## src/rtl/exec_control_if.sv

```systemverilog
// Bus bundle between exec_control and its upstream byte source, external ALU and debug port.
interface exec_control_if;
  logic       instr_valid;
  logic [7:0] instr;
  logic       instr_ready;
  logic [7:0] alu_a;
  logic [7:0] alu_b;
  logic [3:0] alu_op;
  logic [7:0] alu_result;
  logic       done;
  logic       illegal;
  logic [1:0] dbg_addr;
  logic [7:0] dbg_data;
  logic       z_flag;

  modport master (
    output instr_valid, instr, alu_result, dbg_addr,
    input  instr_ready, alu_a, alu_b, alu_op, done, illegal, dbg_data, z_flag
  );

  modport slave (
    input  instr_valid, instr, alu_result, dbg_addr,
    output instr_ready, alu_a, alu_b, alu_op, done, illegal, dbg_data, z_flag
  );
endinterface

```

## src/rtl/exec_control.sv

```systemverilog
// exec_control: byte-serial instruction sequencer driving an external ALU over four 8-bit registers.
// Optional feature: define EXEC_CONTROL_ZFLAG_EN for a registered zero flag updated on each write-back.
module exec_control (
  input logic           clk,
  input logic           rst_n,
  exec_control_if.slave bus
);

  typedef enum logic [1:0] {IDLE, IMM, EXEC, WB} state_t;

  state_t     state_q;
  logic [7:0] regs_q [4];
  logic [7:0] res_q;
  logic [7:0] alu_a_q;
  logic [7:0] alu_b_q;
  logic [3:0] alu_op_q;
  logic [1:0] rd_q;
  logic       done_q;
  logic       illegal_q;

  logic [2:0] opc_d;
  logic [1:0] rd_d;
  logic [1:0] rs_d;
  logic [3:0] op_d;
  logic       legal_d;
  logic       ldi_d;
  logic       accept_d;
  logic       unused_instr_bit;

  assign opc_d            = bus.instr[7:5];
  assign rd_d             = bus.instr[3:2];
  assign rs_d             = bus.instr[1:0];
  assign unused_instr_bit = bus.instr[4];

  assign bus.instr_ready = (state_q == IDLE) || (state_q == IMM);
  assign accept_d        = bus.instr_valid && bus.instr_ready;

  always_comb begin
    op_d    = 4'b0000;
    legal_d = 1'b1;
    ldi_d   = 1'b0;
    case (opc_d)
      3'b000:  op_d = 4'b0000;
      3'b001:  op_d = 4'b0001;
      3'b010:  op_d = 4'b0010;
      3'b011:  op_d = 4'b0011;
      3'b100:  op_d = 4'b0100;
      3'b101: begin
        op_d  = 4'b0010;
        ldi_d = 1'b1;
      end
      default: legal_d = 1'b0;
    endcase
  end

`ifdef EXEC_CONTROL_ZFLAG_EN
  logic z_q;
  assign bus.z_flag = z_q;
`else
  assign bus.z_flag = 1'b0;
`endif

  // done and illegal are one-cycle pulses, so they default low every cycle
  always_ff @(posedge clk or negedge rst_n) begin
    if (!rst_n) begin
      state_q   <= IDLE;
      regs_q[0] <= 8'h00;
      regs_q[1] <= 8'h00;
      regs_q[2] <= 8'h00;
      regs_q[3] <= 8'h00;
      res_q     <= 8'h00;
      alu_a_q   <= 8'h00;
      alu_b_q   <= 8'h00;
      alu_op_q  <= 4'b0000;
      rd_q      <= 2'b00;
      done_q    <= 1'b0;
      illegal_q <= 1'b0;
`ifdef EXEC_CONTROL_ZFLAG_EN
      z_q       <= 1'b0;
`endif
    end else begin
      done_q    <= 1'b0;
      illegal_q <= 1'b0;
      case (state_q)
        IDLE: begin
          if (accept_d) begin
            if (!legal_d) begin
              illegal_q <= 1'b1;
            end else if (ldi_d) begin
              rd_q    <= rd_d;
              state_q <= IMM;
            end else begin
              rd_q     <= rd_d;
              alu_a_q  <= regs_q[rd_d];
              alu_b_q  <= regs_q[rs_d];
              alu_op_q <= op_d;
              state_q  <= EXEC;
            end
          end
        end
        IMM: begin
          if (accept_d) begin
            alu_a_q  <= regs_q[rd_q];
            alu_b_q  <= bus.instr;
            alu_op_q <= 4'b0010;
            state_q  <= EXEC;
          end
        end
        EXEC: begin
          res_q   <= bus.alu_result;
          done_q  <= 1'b1;
          state_q <= WB;
        end
        WB: begin
          regs_q[rd_q] <= res_q;
`ifdef EXEC_CONTROL_ZFLAG_EN
          z_q          <= (res_q == 8'h00);
`endif
          state_q      <= IDLE;
        end
        default: state_q <= IDLE;
      endcase
    end
  end

  assign bus.alu_a    = alu_a_q;
  assign bus.alu_b    = alu_b_q;
  assign bus.alu_op   = alu_op_q;
  assign bus.done     = done_q;
  assign bus.illegal  = illegal_q;
  assign bus.dbg_data = regs_q[bus.dbg_addr];

endmodule

```

## src/flat_wrapper.sv

```systemverilog
// flat-port wrapper written by rule: the top's interface ports become plain ports
module exec_control_flat 
  (clk, rst_n, bus_instr_valid, bus_instr, bus_alu_result, bus_dbg_addr, bus_instr_ready, bus_alu_a, bus_alu_b, bus_alu_op, bus_done, bus_illegal, bus_dbg_data, bus_z_flag);
  exec_control_if bus_i ();
  input logic clk;
  input logic rst_n;
  input wire logic [$bits(bus_i.instr_valid)-1:0] bus_instr_valid;
  input wire logic [$bits(bus_i.instr)-1:0] bus_instr;
  input wire logic [$bits(bus_i.alu_result)-1:0] bus_alu_result;
  input wire logic [$bits(bus_i.dbg_addr)-1:0] bus_dbg_addr;
  output wire logic [$bits(bus_i.instr_ready)-1:0] bus_instr_ready;
  output wire logic [$bits(bus_i.alu_a)-1:0] bus_alu_a;
  output wire logic [$bits(bus_i.alu_b)-1:0] bus_alu_b;
  output wire logic [$bits(bus_i.alu_op)-1:0] bus_alu_op;
  output wire logic [$bits(bus_i.done)-1:0] bus_done;
  output wire logic [$bits(bus_i.illegal)-1:0] bus_illegal;
  output wire logic [$bits(bus_i.dbg_data)-1:0] bus_dbg_data;
  output wire logic [$bits(bus_i.z_flag)-1:0] bus_z_flag;
  assign bus_i.instr_valid = bus_instr_valid;
  assign bus_i.instr = bus_instr;
  assign bus_i.alu_result = bus_alu_result;
  assign bus_i.dbg_addr = bus_dbg_addr;
  assign bus_instr_ready = bus_i.instr_ready;
  assign bus_alu_a = bus_i.alu_a;
  assign bus_alu_b = bus_i.alu_b;
  assign bus_alu_op = bus_i.alu_op;
  assign bus_done = bus_i.done;
  assign bus_illegal = bus_i.illegal;
  assign bus_dbg_data = bus_i.dbg_data;
  assign bus_z_flag = bus_i.z_flag;
  exec_control u_core (.clk(clk), .rst_n(rst_n), .bus(bus_i));
endmodule
```

## config.mk

```make
export PLATFORM = sky130hd
export DESIGN_NAME = exec_control_flat
export DESIGN_NICKNAME = d
export VERILOG_FILES = /design/src/rtl/exec_control_if.sv /design/src/rtl/exec_control.sv /design/src/flat_wrapper.sv
export SDC_FILE = /design/constraint.sdc
export NUM_CORES = 1
export LEC_CHECK = 0
export CAP_MARGIN = 20
export CORE_ASPECT_RATIO = 0.9
export CORE_MARGIN = 5
export CORE_UTILIZATION = 65
export CTS_CLUSTER_SIZE = 12
export DETAILED_ROUTE_END_ITERATION = 12
export DONT_BUFFER_PORTS = 1
export PLACE_DENSITY = 0.81
export RECOVER_POWER = 25
export SLEW_MARGIN = 20
export SYNTH_ARGS = -nofsm -noshare
export SYNTH_HDL_FRONTEND = slang
export SYNTH_SLANG_ARGS = --single-unit
```

## constraint.sdc

```tcl
create_clock -name clk -period 3.5 [get_ports clk]
set_clock_uncertainty 0.1 [all_clocks]
set_input_delay 0.35 -clock clk [delete_from_list [all_inputs] [get_ports clk]]
set_output_delay 0.35 -clock clk [all_outputs]
set_load 0.005 [all_outputs]
```

Yosys cells after proc, flatten, opt, wreduce, memory -nomap -nowiden:

Index checks and enable logic that the tools add are counted.

* flip-flop bits (word level): 66
* input bits: 21
* logic and storage cells: 86
* output and inout bits: 32

* bitwise gates (word level): 4
* mux-type cells: 42
* equal/unequal tests: 12
* magnitude comparators: 5
* reduce and logical (&&, ||, !) cells: 11

Operators with widths (count)
* 8-bit 2-to-1 mux: 17
* 8-bit binary-select mux with 2-bit select: 4
* 32-bit bitwise mux: 1
* 8-bit case mux with 2 select lines: 2
* 8-bit demux with 2-bit select: 1
* 4-bit 2-to-1 mux: 4
* 3-bit >= comparator, second input constant: 4
* 2-bit inverter with 3-bit output: 4
* 3-bit case mux with 4 select lines: 1
* 2-bit 2-to-1 mux: 4
* 2-bit case mux with 4 select lines: 1
* 4-bit case mux with 2 select lines: 1
* 3-bit by 2-bit == test with 1-bit output, second input constant: 2
* 3-bit == test, second input constant: 2
* 1-bit 2-to-1 mux: 6
* 2-bit by 1-bit inequality test with 1-bit output, second input constant: 3
* 3-bit AND reduction: 2
* 6-bit OR reduction: 1
* 5-bit AND reduction: 1
* 2-bit == test, second input constant: 2
* 3-bit by 1-bit == test with 1-bit output, second input constant: 1
* 3-bit zero test: 1
* 3-bit by 1-bit < comparator with 1-bit output, second input constant: 1
* 2-bit by 1-bit == test with 1-bit output, second input constant: 1
* 6 further kinds: 7

Logic depth before layout (Yosys ltp):

* word-level depth: 8
* depth in mapped cells: 7
* depth with buffers taken out: 5

Worst setup path before layout:

Ideal clock, no wire load.

* path type: reg-to-reg
* from: register u_core.state_q[0]
* to: register u_core.alu_op_q[0], in the netlist u_core.bus.alu_op[0]
* cell stages (with the launch flop): 8
* slack: 1.816 ns
* arrival time: 1.480 ns
* data required time: 3.296 ns
* path buffers: 2
* library setup time: 0.104 ns
* clock period less this slack: 1.684 ns
* path through: dfrtp_1 inv_1 ha_1 o21ai_1 clkbuf_1 clkbuf_1 o21ai_0 o41ai_2

* cells in the longest elaborated chain, start to end: 5
* elaborated cells between the ends (all ways): 11
* those cells by class: eq/ne (5); mux (1); reduce/logical (5)

Ends and longest elaborated chain
* from (decl): line exec_control.sv:11 `state_t state_q;`
* from (signal assigned): line exec_control.sv:66 `state_q <= IDLE;`
* from (signal assigned): line exec_control.sv:91 `state_q <= IMM;`
* from (signal assigned): line exec_control.sv:97 `state_q <= EXEC;`
* 2-bit by 1-bit == test with 1-bit output / 2-bit zero test (equally long branches): line exec_control.sv:35, exec_control.sv:84
* 1-bit logical OR: line exec_control.sv:35 `assign bus.instr_ready = (state_q == IDLE) || (state_q == IMM);`
* 1-bit logical AND: line exec_control.sv:36 `assign accept_d = bus.instr_valid && bus.instr_ready;`
* 2-bit by 1-bit inequality test with 1-bit output (no source line)
* 5-bit AND reduction (no source line)
* to (signal assigned): line exec_control.sv:96 `alu_op_q <= op_d;`
* to (decl): line exec_control.sv:16 `logic [3:0] alu_op_q;`

Parallel ways exist; a longest one is shown, timed or not.
A chain may end at the register's enable or synchronous reset.

Worst setup path in the final report:

* from: register u_core.state_q[1]
* to: register u_core.alu_b_q[2], in the netlist u_core.bus.alu_b[2]

* cells in the longest elaborated chain, start to end: 5
* elaborated cells between the ends (all ways): 11
* those cells by class: eq/ne (5); mux (1); reduce/logical (5)

Ends and longest elaborated chain
* 2-bit by 1-bit == test with 1-bit output / 2-bit zero test (equally long branches): line exec_control.sv:35, exec_control.sv:84
* 1-bit logical OR: line exec_control.sv:35
* 1-bit logical AND: line exec_control.sv:36
* 2-bit by 1-bit inequality test with 1-bit output (no source line)
* 5-bit AND reduction (no source line)
* to (signal assigned): line exec_control.sv:95 `alu_b_q <= regs_q[rs_d];`
* to (signal assigned): line exec_control.sv:104 `alu_b_q <= bus.instr;`
* to (decl): line exec_control.sv:15 `logic [7:0] alu_b_q;`

Parallel ways exist; a longest one is shown, timed or not.

==> results.toml <==
[outcome]
status = "complete, but fails checks"
failed_checks = "capacitance limit, slew limit"

[worst_setup_path]
regToRegEndpoint = "u_core.bus.alu_b[2]"
crit_path_max_fanout = 20
setup.worst_path.start_class = "flop"
critPathKind = "flop to flop"
critical_path_arrival_ps = 2440
critPathLaunch = "u_core.state_q[1]"
timing.critical_path.to_type = "flop"
reg2reg_slack_ps = 1160
r2r-start = "u_core.state_q[1]"
crit_required_ps = 3600
timing.reg2reg.worst_path_depth = 5

[clocking]
post_cts_resized = 0
post_cts_hold_buffer_count = 2
cts-root-buf = "sky130_fd_sc_hd__clkbuf_8"
numClockSinks = 65
htreeDepth = 3
cts_max_path_buffers = 2
tritoncts = "done"
clkSlewWorstSetupHoldPaths_ps = 70
worst_skew_pair.late_latency_ps = 340
post-cts-setup-buffers = 0
cts_made_buffers = 9

[place]
postPlaceCellArea_um2 = 3550
port-buffer-count = 0
place_hpwl_um = 5100
finalWeightedCongestion = 0.786

[hold_path]
min_delay_path_depth = 2
holdCritStartpoint = "bus_instr[6]"
worst_hold_path.endpoint = "u_core.bus.illegal"
hold_path.class = "input pin to flop"

[drt]
detail_route.vias_per_cell = 6.84
drc = 0
via_count = 2182
drt_wl_total_um = 7680
detailed_router_s_first_iteration_violation_count = 186
post_drt_wl_per_cell_um = 24.1
postRouteAntennaNets = 0
detailedRoute.firstPassIterationCount = 4

[synth]
synth-edff-count = 0
post_synth_main_area_contributors = "sky130_fd_sc_hd__dfrtp_1, sky130_fd_sc_hd__mux4_2, sky130_fd_sc_hd__mux2_2"
synth.yosys.seq_area_share_pct = 45.6
synth_ff_type = "sky130_fd_sc_hd__dfrtp_1"
ys_warn_count = 0
synth_largest_type_area_fraction_pct = 45.6
synth_cell_types = 32
async_flop_share_pct = 100
gate_count_of_the_mapped_netlist = 250
synth_area_per_cell_um2 = 14.3
synth_area_um2 = 3570
ys_seq_elements = 65
yosysTopAreaCell = "sky130_fd_sc_hd__dfrtp_1"

[power_and_ir_drop]
power_leakage_nw = 1.65
sequential_cell_fraction_of_total_power_pct = 45.5
internal_power_w = 0.00220
switching_share_pct = 35.6
powerDensity_nw_per_um2 = 912
ir_worst_vdd_mv = 0.569
power.clock.fraction_pct = 16.6
power.net_switching_w = 0.00122
gate_power_share_pct = 37.9

[finish]
filler_cell_count = 341
insertedDiodeCount = 0
finalNetCount = 272
share_of_cells_above_drive_strength_1_pct = 36.5
finish.instance_area_um2 = 3750
areaGrowthSynthToFinish_pct = 5.01

[global_routing]
overflow = 0
first_pass_grt_wire_length_um = 12100
grt_pass1_vias = 2201
globalRouteTotalUtil_pct = 23.6
grt_start_max_net_pins = 66
antenna_violations_before_repair = 0

[job]
max_cap_violations = 1

[floorplan]
num_rows = 25
dieArea_um2 = 7070
floorplan.initialDensity_pct = 67.5
die-width_um = 88.1
boundaryPins = 53
core_um2 = 5290
die_height_um = 80.3

[timing]
post-route-period-util_pct = 66.9
setup_viol_count_final = 0
totalNegativeSetupSlack_ps = 0
final_critical_delay_including_setup_and_external_delays_ps = 2340
grt_setup_unrepaired = "false"
fmax_mhz = 427
finalHoldViolCount = 0
finalMaxSlewViolations = 66
slew_at_the_pin_closest_to_its_max_slew_limit_ps = 1610
timing.slew.headroom_pct = -7.28
cell families after synthesis:
| kind of cell | share of synthesized area, % |
|---|---|
| buffers and inverters | 3.86 |
| AOI/OAI and AO/OA | 7.05 |
| other | 0.105 |
| muxes | 38.4 |
| and+or+nand+nor | 3.58 |
| DFF | 45.6 |
| adders and majority gates | 1.40 |
cell usage in the layout, fill, tap and decap left out, types with 2 or more instances in the layout:
master                           n
sky130_fd_sc_hd__a21oi_1         3
sky130_fd_sc_hd__and3_1          2
sky130_fd_sc_hd__clkbuf_1        2
sky130_fd_sc_hd__clkbuf_8       11
sky130_fd_sc_hd__clkinv_2        3
sky130_fd_sc_hd__conb_1          2
sky130_fd_sc_hd__dfrtp_1        65
sky130_fd_sc_hd__dlygate4sd3_1   2
sky130_fd_sc_hd__ha_1            4
sky130_fd_sc_hd__inv_1           5
sky130_fd_sc_hd__mux2_2         45
sky130_fd_sc_hd__mux2i_1        17
sky130_fd_sc_hd__mux4_1          5
sky130_fd_sc_hd__mux4_2         25
sky130_fd_sc_hd__nand2_1         2
sky130_fd_sc_hd__nand3b_2        2
sky130_fd_sc_hd__nand4b_1        2
sky130_fd_sc_hd__nor2_1          2
sky130_fd_sc_hd__o21ai_0        26
sky130_fd_sc_hd__o21ai_1        13
sky130_fd_sc_hd__o31ai_1         2
stage by stage:
stage	total power (W)	instances	setup slack, ps	hold slack [ps]	utilization [%]
after CTS	0.00343	318	1180	3.90	71.1
after floorplan	0.00255	251	1820	-45.6	-
after global routing	0.00363	319	977	17.8	70.9
final	0.00342	319	1160	25.1	70.9
after global placement	0.00277	300	1310	-44.0	67.1
after detailed placement	0.00284	300	1180	-44.1	67.1
power by group through the flow:
stage	registers, W	clock network (W)	logic, W
after floorplan	0.00137	0	0.00118
after global placement	0.00153	0	0.00124
after detailed placement	0.00156	0	0.00128
after CTS	0.00155	0.000576	0.00131
after global routing	0.00161	0.000612	0.00142
final	0.00156	0.000568	0.00130
cell type report:
class / count / area, µm² / area share [%]
flip-flops and latches: 65 / 1630 / 43.4
multi-input cells: 161 / 1810 / 48.2
repair buffers: 4 / 32.5 / 0.868
well taps: 67 / 83.8 / 2.24
clock inverters: 3 / 15.0 / 0.401
clock buffers: 13 / 159 / 4.24
inverters: 6 / 22.5 / 0.601
worst max path at each step:
stage	end
after floorplan	u_core.bus.alu_op[0]
after global placement	u_core.bus.alu_a[4]
after detailed placement	u_core.bus.alu_b[2]
after CTS	u_core.bus.alu_b[2]
after global routing	u_core.bus.alu_a[7]
final	u_core.bus.alu_b[2]
worst max-delay path, cell delays in order (launching register included):
cell                      delay, ps
sky130_fd_sc_hd__dfrtp_1        400
sky130_fd_sc_hd__inv_1          100
sky130_fd_sc_hd__ha_1           310
sky130_fd_sc_hd__o211a_1        520
sky130_fd_sc_hd__or2_1          570
sky130_fd_sc_hd__o21ai_0        200
Yosys cell counts (2+ instances only):
| cell | n |
|---|---|
| sky130_fd_sc_hd__mux4_2 | 25 |
| sky130_fd_sc_hd__o21ai_0 | 26 |
| sky130_fd_sc_hd__clkbuf_1 | 4 |
| sky130_fd_sc_hd__and3_1 | 2 |
| sky130_fd_sc_hd__nand3b_2 | 2 |
| sky130_fd_sc_hd__o21ai_1 | 13 |
| sky130_fd_sc_hd__buf_6 | 3 |
| sky130_fd_sc_hd__dfrtp_1 | 65 |
| sky130_fd_sc_hd__mux2i_1 | 17 |
| sky130_fd_sc_hd__nor2_1 | 2 |
| sky130_fd_sc_hd__buf_2 | 8 |
| sky130_fd_sc_hd__o31ai_1 | 2 |
| sky130_fd_sc_hd__ha_1 | 4 |
| sky130_fd_sc_hd__mux4_1 | 5 |
| sky130_fd_sc_hd__buf_4 | 3 |
| sky130_fd_sc_hd__inv_1 | 5 |
| sky130_fd_sc_hd__a21oi_1 | 3 |
| sky130_fd_sc_hd__nand2_1 | 2 |
| sky130_fd_sc_hd__mux2_2 | 45 |
| sky130_fd_sc_hd__nand4b_1 | 2 |
sequential cells by signal, summed over array words and instances, names as in the netlist:
name / cells
u_core.bus.alu_a: 8
u_core.bus.alu_b: 8
u_core.bus.alu_op: 3
u_core.bus.done: 1
u_core.bus.illegal: 1
u_core.rd_q: 2
u_core.regs_q: 32
u_core.res_q: 8
u_core.state_q: 2
per-layer routing:
| layer | GRT usage [%] | wire, µm | part of all wire [%] | up-vias |
|---|---|---|---|---|
| li1 | - | - | - | 954 |
| met1 | 31.4 | 3270 | 43 | 1132 |
| met2 | 36.7 | 3610 | 47 | 89 |
| met3 | 9.85 | 725 | 9.4 | 7 |
| met4 | 5.14 | 73 | 0.95 | 0 |
| met5 | 0 | 0 | 0 | - |
No activity file was read; power rests on OpenSTA's default activity.
